File: src/rtl/chime_sequencer_pkg.sv
// Shared types and default constants for the doorbell chime sequencer.
// The optional debounce filter is enabled by defining CHIME_DEBOUNCE_EN.
package chime_pkg;

    typedef enum logic [1:0] {
        IDLE = 2'd0,
        DING = 2'd1,
        GAP  = 2'd2,
        DONG = 2'd3
    } state_t;

    localparam int DEF_TONE_A_HALF  = 2;
    localparam int DEF_TONE_B_HALF  = 3;
    localparam int DEF_DING_LEN     = 16;
    localparam int DEF_GAP_LEN      = 4;
    localparam int DEF_DONG_LEN     = 24;
    localparam int DEF_DEBOUNCE_LEN = 8;

    // Largest of three lengths; sizes the shared note-duration counter.
    function automatic int max3(input int x, input int y, input int z);
        int m;
        m = (x > y) ? x : y;
        return (m > z) ? m : z;
    endfunction

endpackage

File: src/rtl/chime_sequencer_if.sv
// Button input and multiplexer-facing outputs of the chime sequencer.
// master drives the button and observes the chime; slave is the sequencer.
interface chime_sequencer_if;

    logic button;
    logic a;
    logic b;
    logic sel;
    logic busy;

    modport master (output button, input a, b, sel, busy);
    modport slave  (input button, output a, b, sel, busy);

endinterface

File: src/rtl/chime_sequencer_tone_gen.sv
// Square-wave tone generator: starts high when en rises, toggles every
// HALF cycles while en is high, and is held low while en is low.
module tone_gen #(
    parameter int HALF = 2
) (
    input  logic clk,
    input  logic rst_n,
    input  logic en,
    output logic tone
);

    localparam int HW = $clog2(HALF + 1);

    logic [HW-1:0] cnt_q;
    logic          en_q;
    logic          tone_q;

    // Phase counter and tone level; a rising en restarts the waveform high.
    // NOTE: sequential state uses non-blocking assignments so every flop samples pre-edge values.
    always_ff @(posedge clk or negedge rst_n) begin
        if (!rst_n) begin
            cnt_q  <= '0;
            en_q   <= 1'b0;
            tone_q <= 1'b0;
        end else begin
            en_q <= en;
            if (!en) begin
                tone_q <= 1'b0;
                cnt_q  <= '0;
            end else if (!en_q) begin
                tone_q <= 1'b1;
                cnt_q  <= '0;
            end else if (cnt_q == HW'(HALF - 1)) begin
                tone_q <= ~tone_q;
                cnt_q  <= '0;
            end else begin
                cnt_q <= cnt_q + 1'b1;
            end
        end
    end

    assign tone = tone_q;

endmodule

File: src/rtl/chime_sequencer.sv
// Doorbell "ding-dong" sequencer: synchronised button press -> tone A,
// silence, tone B. Define CHIME_DEBOUNCE_EN to insert a debounce filter
// between the synchroniser and the press edge detector.
module chime_sequencer
    import chime_pkg::*;
#(
    parameter int TONE_A_HALF  = DEF_TONE_A_HALF,
    parameter int TONE_B_HALF  = DEF_TONE_B_HALF,
    parameter int DING_LEN     = DEF_DING_LEN,
    parameter int GAP_LEN      = DEF_GAP_LEN,
    parameter int DONG_LEN     = DEF_DONG_LEN,
    parameter int DEBOUNCE_LEN = DEF_DEBOUNCE_LEN
) (
    input  logic              clk,
    input  logic              rst_n,
    chime_sequencer_if.slave  bus
);

    localparam int CNT_W = $clog2(max3(DING_LEN, GAP_LEN, DONG_LEN)) + 1;

    if (TONE_A_HALF < 1 || TONE_B_HALF < 1 || DING_LEN < 1 || GAP_LEN < 1 ||
        DONG_LEN < 1 || DEBOUNCE_LEN < 1) begin : g_param_check
        $error("chime_sequencer: every length parameter must be at least 1");
    end

    logic sync1_q;
    logic sync2_q;
    logic level;
    logic level_q;
    logic press;

    // Two-flop synchroniser for the asynchronous button.
    always_ff @(posedge clk or negedge rst_n) begin
        if (!rst_n) begin
            sync1_q <= 1'b0;
            sync2_q <= 1'b0;
        end else begin
            sync1_q <= bus.button;
            sync2_q <= sync1_q;
        end
    end

`ifdef CHIME_DEBOUNCE_EN
    localparam int DB_W = $clog2(DEBOUNCE_LEN) + 1;

    logic [DB_W-1:0] db_cnt_q;
    logic            filt_q;

    // Filtered level follows the synchronised level only after it has
    // disagreed for DEBOUNCE_LEN consecutive cycles.
    always_ff @(posedge clk or negedge rst_n) begin
        if (!rst_n) begin
            db_cnt_q <= '0;
            filt_q   <= 1'b0;
        end else if (sync2_q != filt_q) begin
            if (db_cnt_q == DB_W'(DEBOUNCE_LEN - 1)) begin
                filt_q   <= sync2_q;
                db_cnt_q <= '0;
            end else begin
                db_cnt_q <= db_cnt_q + 1'b1;
            end
        end else begin
            db_cnt_q <= '0;
        end
    end

    assign level = filt_q;
`else
    assign level = sync2_q;
`endif

    // Previous level for rising-edge detection.
    always_ff @(posedge clk or negedge rst_n) begin
        if (!rst_n) begin
            level_q <= 1'b0;
        end else begin
            level_q <= level;
        end
    end

    assign press = level & ~level_q;

    state_t           state_q;
    state_t           state_d;
    logic [CNT_W-1:0] cnt_q;
    logic [CNT_W-1:0] cnt_d;
    logic             busy_q;
    logic             sel_q;

    // Next state and shared note-duration counter (cleared on every entry).
    // NOTE: defaults assigned first so no path leaves a signal unassigned and infers a latch.
    always_comb begin
        state_d = state_q;
        unique case (state_q)
            IDLE: if (press)                             state_d = DING;
            DING: if (cnt_q == CNT_W'(DING_LEN - 1))     state_d = GAP;
            GAP:  if (cnt_q == CNT_W'(GAP_LEN - 1))      state_d = DONG;
            DONG: if (cnt_q == CNT_W'(DONG_LEN - 1))     state_d = IDLE;
            default:                                     state_d = IDLE;
        endcase
        cnt_d = (state_d != state_q || state_q == IDLE) ? '0 : cnt_q + 1'b1;
    end

    // State, counter and registered select/busy outputs.
    always_ff @(posedge clk or negedge rst_n) begin
        if (!rst_n) begin
            state_q <= IDLE;
            cnt_q   <= '0;
            busy_q  <= 1'b0;
            sel_q   <= 1'b0;
        end else begin
            state_q <= state_d;
            cnt_q   <= cnt_d;
            busy_q  <= (state_d != IDLE);
            sel_q   <= (state_d == DONG);
        end
    end

    logic tone_a;
    logic tone_b;

    // Enables look at the next state so each tone starts on its entry edge.
    tone_gen #(.HALF(TONE_A_HALF)) u_tone_a (
        .clk   (clk),
        .rst_n (rst_n),
        .en    (state_d == DING),
        .tone  (tone_a)
    );

    tone_gen #(.HALF(TONE_B_HALF)) u_tone_b (
        .clk   (clk),
        .rst_n (rst_n),
        .en    (state_d == DONG),
        .tone  (tone_b)
    );

    assign bus.a    = tone_a;
    assign bus.b    = tone_b;
    assign bus.sel  = sel_q;
    assign bus.busy = busy_q;

endmodule

File: src/flat_wrapper.sv
// flat-port wrapper written by rule: the top's interface ports become plain ports
module chime_sequencer_flat import chime_pkg::*;
#(
    parameter int TONE_A_HALF  = DEF_TONE_A_HALF,
    parameter int TONE_B_HALF  = DEF_TONE_B_HALF,
    parameter int DING_LEN     = DEF_DING_LEN,
    parameter int GAP_LEN      = DEF_GAP_LEN,
    parameter int DONG_LEN     = DEF_DONG_LEN,
    parameter int DEBOUNCE_LEN = DEF_DEBOUNCE_LEN
)
  (clk, rst_n, bus_button, bus_a, bus_b, bus_sel, bus_busy);
  chime_sequencer_if bus_i ();
  input  logic clk;
  input  logic rst_n;
  input wire logic [$bits(bus_i.button)-1:0] bus_button;
  output wire logic [$bits(bus_i.a)-1:0] bus_a;
  output wire logic [$bits(bus_i.b)-1:0] bus_b;
  output wire logic [$bits(bus_i.sel)-1:0] bus_sel;
  output wire logic [$bits(bus_i.busy)-1:0] bus_busy;
  assign bus_i.button = bus_button;
  assign bus_a = bus_i.a;
  assign bus_b = bus_i.b;
  assign bus_sel = bus_i.sel;
  assign bus_busy = bus_i.busy;
  chime_sequencer #(.TONE_A_HALF(TONE_A_HALF), .TONE_B_HALF(TONE_B_HALF), .DING_LEN(DING_LEN), .GAP_LEN(GAP_LEN), .DONG_LEN(DONG_LEN), .DEBOUNCE_LEN(DEBOUNCE_LEN)) u_core (.clk(clk), .rst_n(rst_n), .bus(bus_i));
endmodule
File: config.mk
export PLATFORM = sky130hd
export DESIGN_NAME = chime_sequencer_flat
export DESIGN_NICKNAME = d
export VERILOG_FILES = /design/src/rtl/chime_sequencer_pkg.sv /design/src/rtl/chime_sequencer_if.sv /design/src/rtl/chime_sequencer_tone_gen.sv /design/src/rtl/chime_sequencer.sv /design/src/flat_wrapper.sv
export SDC_FILE = /design/constraint.sdc
export NUM_CORES = 1
export LEC_CHECK = 0
export BUFFER_PORTS_ARGS = -buffer_cell sky130_fd_sc_hd__buf_4
export CAP_MARGIN = 10
export CORE_MARGIN = 5
export CORE_UTILIZATION = 36
export DETAILED_ROUTE_END_ITERATION = 16
export GPL_TIMING_DRIVEN = 0
export PLACE_DENSITY = 0.55
export SYNTH_ARGS = -nofsm -noshare
export SYNTH_HDL_FRONTEND = slang
export SYNTH_SLANG_ARGS = --single-unit
File: constraint.sdc
create_clock -name clk -period 2.1 [get_ports clk]
set_input_delay 0.21 -clock clk [delete_from_list [all_inputs] [get_ports clk]]
set_output_delay 0.21 -clock clk [all_outputs]
set_load 0.05 [all_outputs]
==> results.rst <==
.. list-table::
   :header-rows: 1

   * - Metric
     - Value
   * - RSZ-0062 raised after global routing
     - false
   * - Status
     - finished, final reports clean
   * - CTS Root Buffer Type
     - sky130_fd_sc_hd__clkbuf_4
   * - Crit path time final
     - around 1.6 ns
   * - Clock latency on the worst-skew pair
     - slightly below 0.3 ns
   * - Post-route clock period utilization
     - ~77%
   * - CTS tree
     - done
   * - Antenna viol nets, final
     - 0
   * - Synthesized Nets
     - 72
   * - Die Footprint
     - 3310 µm²
   * - Cell Pwr Density
     - roughly 1400 nW/µm²
   * - Gr ovfl total
     - 0
   * - Via-to-Cell Ratio
     - approximately 4.7
   * - Crit path cell chain
     - ha_1 -> nand3_1 -> o31a_1 -> o221ai_2 -> nor2_1
   * - Number of instances in the synthesized netlist
     - 68
   * - Layout Nets
     - 85
   * - Buffers added on ports
     - 6
   * - Count of TritonRoute iterations in the first routing pass
     - 4
   * - Worst Tran Pin Value
     - 0.348 ns
   * - Category of the critical setup timing path
     - reg2reg
   * - Sum of routed wire length over all layers
     - 1210 µm
   * - Cell Area, Placed
     - 892 µm²
   * - Fmax
     - 0.621 GHz
   * - Final Instance Area
     - 965 µm²
   * - Final hold vios
     - 0
   * - Footprint of the multi-input gates
     - 300 µm²
   * - Arrival time at the worst endpoint
     - between 1.5 and 2 ns
   * - Max Slew Vio Count
     - 0
   * - Placer Congestion
     - 0.770
   * - Met1 routing resource usage after global routing
     - 11.1%
   * - Die X-Extent
     - roughly 57 µm
   * - # placed instances
     - ~100
   * - Fin cells
     - 108
   * - Initial core utilization
     - 37.1%
   * - I/O pin total
     - 7
   * - Part of the Yosys area used for sequential elements
     - about three fifths
   * - Global Route met2 Usage
     - ~12%
   * - Reg2reg setup slack
     - 0.49 ns
   * - Layout fillers
     - 213
   * - Kind of end point of the critical path
     - register
   * - Antenna fix cells
     - 0
   * - Die height
     - 57.5 µm
   * - Worst Reg2Reg Path Length in Cells
     - 5
   * - Worst voltage drop across the vdd grid
     - 0.569 mV
   * - Via count of the first global-routing pass
     - slightly below 500
   * - DRC viols
     - 0
   * - Total setup violations reported at the end of the flow
     - 0
   * - Worst-path maximum fanout
     - 6
   * - Area inside the core boundary
     - 2190 µm²
   * - Library cells used by synthesis
     - 24
   * - Layout overhead on the synthesized area
     - 18.8%
   * - Half-perimeter wire length after placement
     - 845 µm
   * - Hold crit path type
     - in2async
   * - Delay of the slowest cell on the worst path
     - 0.39 ns
   * - Setup total negative slack
     - 0 ns
   * - Headroom to the max-slew limit
     - 76.8%
   * - Number of storage elements in the synthesis netlist
     - 20
   * - # H-tree levels
     - 1
   * - Destination of the worst register-to-register timing path
     - u_core.cnt_q[3]
   * - Number of standard-cell rows in the floorplan
     - 17
   * - Startpoint type of the worst setup path
     - register
   * - Met3 Resource Use GR
     - 2.04%
   * - CTS Buf Count
     - 3
   * - Launching point of the worst reg2reg path
     - u_core.cnt_q[0]
   * - Maximum root-to-sink buffer count
     - 2
   * - Overall routing resource usage
     - between 8 and 9%
   * - Final worst clock skew
     - approximately 0.0013 ns
   * - Crit-path slowest cell
     - sky130_fd_sc_hd__dfrtp_1
   * - Power consumption
     - about 1.3 mW
   * - Number of clock sinks
     - 20
   * - Post-CTS clock slew at the launch and capture registers of the worst setup and hold paths
     - 0.11 ns
   * - Max_cap viols
     - 0
   * - Leak
     - 0.443 nW
   * - Pin count of the biggest net entering global routing
     - 21
   * - Total of warnings raised by yosys
     - 0
   * - Average wire length per cell after detail routing
     - 11.2 µm
   * - Ratio of cells with drive above 1 in the final layout
     - 20.0%
   * - Combined buffer and inverter count along the critical path
     - 0
   * - PostCTS Resize Cnt
     - 0
   * - CP Data Required Time
     - 2.28 ns
   * - Number of antenna violations at the first check in global routing
     - 0
   * - Average cell area after synthesis
     - approximately 12 µm²
   * - Summed instance area of the synthesized netlist
     - 812 µm²
   * - First-pass GRT wire length
     - around 2100 µm
   * - Register cell area after layout
     - 500 µm²
   * - Detailed Route Iter0 Violations
     - 5
   * - Most crowded layer after global routing
     - met2
   * - Total vias in the final route
     - about 510
   * - Utilization after layout
     - between 40% and 50%
   * - Largest delay share family, worst path
     - compound AO/OA/AOI/OAI gates
==> worst max-delay path by stage <==
stage / start / to / slack (ns) / depth (start not counted)
global placement: u_core.cnt_q[0] / u_core.cnt_q[2] / 0.51 / 5
global route: u_core.cnt_q[0] / u_core.cnt_q[5] / 0.40 / 5
CTS: u_core.cnt_q[0] / u_core.cnt_q[3] / 0.49 / 5
floorplan: u_core.cnt_q[0] / u_core.cnt_q[2] / 0.67 / 5
detailed placement: u_core.cnt_q[0] / u_core.cnt_q[4] / 0.50 / 5
finish: u_core.cnt_q[0] / u_core.cnt_q[3] / 0.49 / 5
==> worst reg2reg max path: stages (launching register included) <==
cell and delay [ns]:
sky130_fd_sc_hd__dfrtp_1 0.39, sky130_fd_sc_hd__ha_1 0.24, sky130_fd_sc_hd__nand3_1 0.16, sky130_fd_sc_hd__o31a_1 0.31
sky130_fd_sc_hd__o221ai_2 0.32, sky130_fd_sc_hd__nor2_1 0.09
==> registers in the layout, indices dropped and copies added (netlist names), 2 cells and up <==
| signal | flops |
|---|---|
| u_core.u_tone_b.cnt_q | 2 |
| u_core.state_q | 2 |
| u_core.u_tone_a.cnt_q | 2 |
| u_core.cnt_q | 6 |
==> cell families after synthesis <==
kind of cell | synth area share, %
compound gates | 9.09
xor+xnor | 6.47
fa+ha+maj | 1.54
buf+inv | 1.39
flops | 61.6
simple gates | 19.9
==> synth_stat cells <==
master	n	area (µm²)
sky130_fd_sc_hd__dfrtp_1	20	500
sky130_fd_sc_hd__nor2_1	12	45.0
sky130_fd_sc_hd__a21oi_1	4	20.0
sky130_fd_sc_hd__nand2_1	4	15.0
sky130_fd_sc_hd__xnor2_1	4	35.0
sky130_fd_sc_hd__inv_2	2	7.51
sky130_fd_sc_hd__nand3_1	2	10.0
sky130_fd_sc_hd__nor2b_1	2	12.5
sky130_fd_sc_hd__nor3_1	2	10.0
sky130_fd_sc_hd__xor2_1	2	17.5
sky130_fd_sc_hd__a21boi_4	1	18.8
sky130_fd_sc_hd__and2_1	1	6.26
sky130_fd_sc_hd__and4bb_1	1	12.5
sky130_fd_sc_hd__ha_1	1	12.5
sky130_fd_sc_hd__inv_1	1	3.75
sky130_fd_sc_hd__nand2b_1	1	6.26
sky130_fd_sc_hd__nand4_1	1	6.26
sky130_fd_sc_hd__nand4b_1	1	8.76
sky130_fd_sc_hd__nor3b_1	1	7.51
sky130_fd_sc_hd__nor4_1	1	6.26
sky130_fd_sc_hd__nor4b_2	1	15.0
sky130_fd_sc_hd__o21bai_2	1	11.3
sky130_fd_sc_hd__o221ai_2	1	15.0
sky130_fd_sc_hd__o31a_1	1	8.76
==> cells in the final DEF (no fill, tap or decap), types with 3 or more instances in the layout <==
cell type,instances
sky130_fd_sc_hd__buf_4,6
sky130_fd_sc_hd__nor2_1,12
sky130_fd_sc_hd__dfrtp_1,20
sky130_fd_sc_hd__clkbuf_4,3
sky130_fd_sc_hd__nand2_1,4
sky130_fd_sc_hd__a21oi_1,4
sky130_fd_sc_hd__xnor2_1,4
==> report_power, final <==
part	internal (mW)	switching [mW]	leakage, nW
clock	0.193	0.116	0.0279
combinational	0.173	0.256	0.162
sequential	0.488	0.0953	0.253
total	0.854	0.468	0.443
==> cell type report <==
cell class	count	area share (%)
sequential	20	51.9
multi-input combinational	45	31.1
timing repair buffer	8	6.74
tap	28	3.63
clock inverter	1	3.11
clock buffer	3	2.33
inverter	3	1.17
==> stage by stage <==
| step | hold slack [ns] | setup WS, ns |
|---|---|---|
| finish | 0.315 | 0.490 |
| global route | 0.348 | 0.398 |
| CTS | 0.314 | 0.487 |
| detailed placement | 0.104 | 0.501 |
| global placement | 0.102 | 0.511 |
| floorplan | -0.0856 | 0.673 |
==> repair_timing <==
action / 4_1_cts / 5_1_grt
endpoints found under the hold margin: 21 / 0
hold buffers: 2 / 0
setup buffers: 0 / 0
==> per-layer routing <==
| layer | vias up | part of all wire (%) | wire, µm |
|---|---|---|---|
| met2 | 6 | 43 | 522 |
| met3 | 2 | 4.6 | 55 |
| met5 | - | 0 | 0 |
| li1 | 256 | - | - |
| met1 | 242 | 51 | 613 |
| met4 | 0 | 1.1 | 13 |
(Power assumes the default switching activity.)
